File: src/rtl/axis_pkt_sum.sv
// axis_pkt_sum: reduces each AXI-Stream input packet to one summary word
// (modulo-2^W sum of its beats) and emits it as a single-beat packet.
// Packets reaching C_MAX_PKT_WORDS beats without tlast are force-terminated
// and flagged through the sticky pkt_overrun output.
// Optional build macro: AXIS_PKT_SUM_STRB_MASK_EN -- when defined, byte lanes
// with tstrb=0 are zeroed before accumulation; otherwise tstrb is ignored.
module axis_pkt_sum #(
   parameter int C_S_AXIS_TDATA_WIDTH = 32,
   parameter int C_M_AXIS_TDATA_WIDTH = 32,
   parameter int C_MAX_PKT_WORDS      = 80
) (
   input  logic                              axis_aclk,
   input  logic                              axis_areset,
   input  logic [C_S_AXIS_TDATA_WIDTH-1:0]   s00_axis_tdata,
   input  logic [C_S_AXIS_TDATA_WIDTH/8-1:0] s00_axis_tstrb,
   input  logic                              s00_axis_tlast,
   input  logic                              s00_axis_tvalid,
   output logic                              s00_axis_tready,
   output logic [C_M_AXIS_TDATA_WIDTH-1:0]   m00_axis_tdata,
   output logic [C_M_AXIS_TDATA_WIDTH/8-1:0] m00_axis_tstrb,
   output logic                              m00_axis_tlast,
   output logic                              m00_axis_tvalid,
   input  logic                              m00_axis_tready,
   output logic                              pkt_overrun,
   output logic [15:0]                       pkt_count
);

   localparam int W  = C_S_AXIS_TDATA_WIDTH;
   localparam int NB = W / 8;
   localparam int CW = $clog2(C_MAX_PKT_WORDS + 1);

   typedef enum logic {ACCUM, SEND} state_t;

   state_t         state, state_nxt;
   logic [W-1:0]   beat_data;
   logic [W-1:0]   sum;
   logic [W-1:0]   sum_nxt;
   logic [CW-1:0]  cnt;
   logic           s_hs, m_hs, forced, eop;

`ifdef AXIS_PKT_SUM_STRB_MASK_EN
   // Zero the byte lanes whose strobe is low before they reach the adder.
   always_comb begin
      beat_data = '0;
      for (int i = 0; i < NB; i++)
         beat_data[i*8 +: 8] = s00_axis_tstrb[i] ? s00_axis_tdata[i*8 +: 8] : 8'h00;
   end
`else
   logic strb_unused;
   assign strb_unused = ^s00_axis_tstrb;
   assign beat_data   = s00_axis_tdata;
`endif

   // Input is only open while accumulating; reset forces it closed immediately.
   assign s00_axis_tready = (state == ACCUM) && !axis_areset;
   assign s_hs    = s00_axis_tvalid && s00_axis_tready;
   assign m_hs    = m00_axis_tvalid && m00_axis_tready;
   assign forced  = (cnt == CW'(C_MAX_PKT_WORDS - 1));
   assign eop     = s_hs && (s00_axis_tlast || forced);
   assign sum_nxt = sum + beat_data;

   assign m00_axis_tstrb = '1;
   assign m00_axis_tlast = m00_axis_tvalid;

   // State register.
   always_ff @(posedge axis_aclk or posedge axis_areset) begin
      if (axis_areset) state <= ACCUM;
      else             state <= state_nxt;
   end

   // Next state: leave ACCUM at end of packet, leave SEND on output handshake.
   always_comb begin
      state_nxt = state;
      case (state)
         ACCUM: if (eop)             state_nxt = SEND;
         SEND:  if (m00_axis_tready) state_nxt = ACCUM;
         default:                    state_nxt = ACCUM;
      endcase
   end

   // Accumulator, beat counter, output register and status counters.
   always_ff @(posedge axis_aclk or posedge axis_areset) begin
      if (axis_areset) begin
         sum             <= '0;
         cnt             <= '0;
         m00_axis_tdata  <= '0;
         m00_axis_tvalid <= 1'b0;
         pkt_overrun     <= 1'b0;
         pkt_count       <= '0;
      end else begin
         if (s_hs) begin
            if (eop) begin
               sum             <= '0;
               cnt             <= '0;
               m00_axis_tdata  <= sum_nxt;
               m00_axis_tvalid <= 1'b1;
               if (!s00_axis_tlast) pkt_overrun <= 1'b1;
            end else begin
               sum <= sum_nxt;
               cnt <= cnt + 1'b1;
            end
         end
         if (m_hs) begin
            m00_axis_tvalid <= 1'b0;
            pkt_count       <= pkt_count + 16'd1;
         end
      end
   end

endmodule

File: config.mk
export PLATFORM = sky130hd
export DESIGN_NAME = axis_pkt_sum
export DESIGN_NICKNAME = d
export VERILOG_FILES = /design/src/rtl/axis_pkt_sum.sv
export SDC_FILE = /design/constraint.sdc
export NUM_CORES = 1
export LEC_CHECK = 0
export CAP_MARGIN = 20
export CORE_MARGIN = 4
export CORE_UTILIZATION = 48
export CTS_BUF_LIST = sky130_fd_sc_hd__clkbuf_8 sky130_fd_sc_hd__clkbuf_16
export CTS_CLUSTER_SIZE = 25
export DETAILED_ROUTE_END_ITERATION = 8
export PLACE_DENSITY_LB_ADDON = 0.3
export SLEW_MARGIN = 30
export SYNTH_ARGS = -nofsm -noshare
export SYNTH_HDL_FRONTEND = slang
export SYNTH_SLANG_ARGS = --single-unit
File: constraint.sdc
create_clock -name axis_aclk -period 2.9 [get_ports axis_aclk]
set_input_delay 0.58 -clock axis_aclk [delete_from_list [all_inputs] [get_ports axis_aclk]]
set_output_delay 0.58 -clock axis_aclk [all_outputs]
set_load 0.02 [all_outputs]
==> flow_summary.yaml <==
place:
  routabilityCongestion: 0.958
  numPortBuffers: 88
  placed_area_um2: 7000
  dp_hpwl_um: 11000
synth:
  synthTopCellsByArea: "dfrtp_1, ha_1, nand2_1, xnor2_1, o21ai_0"
  synth_top_area_share_pct: 42.5
  synth_seq_cells: 90
  synth.distinct_cells: 58
  yosysMostFrequentCell: "nand2_1"
  synth-async-reset-ratio_pct: 100
  yosys_warnings: 0
  synth-edff-count: 0
  ys.flop_type: "dfrtp_1"
  synth_cells: 569
  ys_top_cells_by_count: "nand2_1, dfrtp_1, o21ai_0"
  synth_area_per_cell_um2: 9.30
  seq_area_frac_synth_pct: 42.5
  synth_area_leader_cell: "dfrtp_1"
  netlist_area_um2: 5290
sta:
  layout_min_cycle_time_ns: 2.84
  finalSetupTns_ns: 0
  fmax_mhz: 352
  fin_worst_skew_ns: 0.0122
  relSlewSlack_pct: 64.3
  min_period_over_period_pct: 98.0
  final_hold_viol_count: 0
  setup_viol: 0
  tightest_slew_ns: 0.536
  rsz0062_at_grt: "yes"
  slew_viol_final: 0
worst_setup_path:
  worstPathArrival_ns: 3.10
  cp-end-kind: "flop"
  worstSetupPathType: "input port to flop"
  worst-r2r-setup-slack_ns: 0.21
  critPathLaunchType: "input port"
  cp_data_required_time_ns: 3.16
  critical_path.max_fanout: 4
pwr:
  comb_power_share_pct: 61.0
  clkPwrFrac_pct: 11.7
  p_per_area_nw_per_um2: 1010
  internal-power_mw: 4.39
  seq_power_share_pct: 27.2
  p_leak_nw: 3.51
  netSwitchingPower_mw: 3.07
  p_sw_share_pct: 41.1
  peakVddDrop_v: 0.000571
drt:
  drc: 0
  routed_wl_um: 14600
  firstDrtPassIters: 4
  drtIter0Drc: 272
  via_per_inst: 5.41
  wl_per_cell_um: 16.4
  vias: 4820
  ant_nets: 0
grt:
  grt_pass1_wl_um: 23900
  antenna_found_initial: 1
  grt_max_degree: 55
  grt_overflow_total: 0
  grt_pass1_vias: 4985
  grtUsageTotal_pct: 23.1
floorplan:
  core-area_um2: 10800
  die_w_um: 113
  rows: 38
  dieHeight_um: 113
  die_area_um2: 12800
  start_util_pct: 48.8
  io_pins: 97
clock_network:
  clkLatencyLatePin_ns: 0.37
  cts.sinks: 90
  htree_levels: 3
  hold_buffers: 0
  numCtsBuffers: 9
  cts-root-buf: "clkbuf_8"
  cts_buffer_depth: 2
  path_clk_slew_ns: 0.09
  tritoncts: "built"
final_layout:
  nets: 820
  final_core_util_pct: 68.2
  syn2layout_area_growth_pct: 39.7
  drive_gt1_share_pct: 21.2
  fill_cells: 909
  final_area_um2: 7400
run_status:
  outcome: "complete, no violations"
hold_path:
  hold_path.class: "flop to flop"
run:
  maxCapViolations: 0
power groups by stage:
stage	logic, mW	registers, mW	clock network (mW)
finish	4.55	2.03	0.875
global route	4.95	2.09	0.938
CTS	4.37	2.03	0.898
detailed placement	4.30	2.05	0
global placement	4.22	2.02	0
floorplan	2.14	2.29	0
stage by stage:
stage | setup WS (ns) | hold WS, ns | cells | power, mW
after CTS | 0.00923 | 0.483 | 888 | 7.29
after detailed placement | -0.610 | 0.462 | 872 | 6.35
after global placement | -0.484 | 0.459 | 872 | 6.24
after global routing | -0.0598 | 0.505 | 891 | 7.98
final | 0.0587 | 0.483 | 891 | 7.46
after floorplan | 0.147 | 0.453 | 572 | 4.43
final cells by class:
class / count / area (µm²) / share of cell area, %
Multi-Input combinational cell: 446 / 3070 / 41.5
Sequential cell: 90 / 2250 / 30.4
Timing Repair Buffer: 187 / 1660 / 22.4
Tap cell: 140 / 175 / 2.37
Clock buffer: 9 / 124 / 1.67
Clock inverter: 7 / 70.1 / 0.947
Inverter: 11 / 45.0 / 0.609
Antenna cell: 1 / 2.50 / 0.0338
cells in the final DEF, fill, tap and decap left out, types with 16 or more instances in the layout:
cell             netlist  routed
nand2_1              107     107
nand3_1               16      16
ha_1                  33      31
nor2_1                32      30
a22o_1                17      17
dfrtp_1               90      90
clkdlybuf4s50_1        0      86
a21oi_1               32      27
xnor2_1               32      30
a21o_1                17      17
buf_4                  5      96
o21ai_0               42      35
final timing paths:
kind,from,cells after the start,end
max in group asynchronous,axis_areset,3,m00_axis_tdata[29]
min in group asynchronous,axis_areset,3,cnt[0]
hold reg to reg,pkt_count[15],1,pkt_count[15]
setup / recovery,s00_axis_tdata[6],10,m00_axis_tdata[29]
setup reg to reg,sum[0],10,sum[24]
hold / removal,pkt_count[15],1,pkt_count[15]
flip-flops by register name (all words and copies together) (netlist names):
signal          count
m00_axis_tdata     32
m00_axis_tlast      1
pkt_count          16
pkt_overrun         1
cnt                 7
state               1
sum                32
cell families after synthesis:
logic type / synth area share, %
and+or+nand+nor: 16.2
AOI/OAI and AO/OA: 19.7
DFF: 42.5
xor gates and xnor gates: 7.71
buffers and inverters: 2.98
adders and majority gates: 8.18
muxes: 2.60
other: 0.0708
layer usage:
metal  vias to the layer above  wire length (µm)  GRT usage, %  share of wire (%)
li1                       2357                 -             -                  -
met1                      2346              6470          29.2                 44
met2                       102              7380          40.9                 50
met3                        15               532          2.99                3.6
met4                         0               246          7.53                1.7
met5                         -                 0             0                  0
repair_timing:
item	4_1_cts	5_1_grt
buffers inserted	0	2
pin swaps	4	18
gates resized for setup	6	34
endpoints found under the setup margin	14	25
cloned	0	0
critical path, stage by stage:
cell and delay, ns:
clkdlybuf4s50_1 0.53, ha_4 0.24, o211ai_1 0.24, nor2_2 0.11, a31oi_2 0.26, nand4b_4 0.17
a21o_1 0.24, o41ai_2 0.31, xnor2_1 0.15, mux2_4 0.27
(Power assumes the default switching activity.)
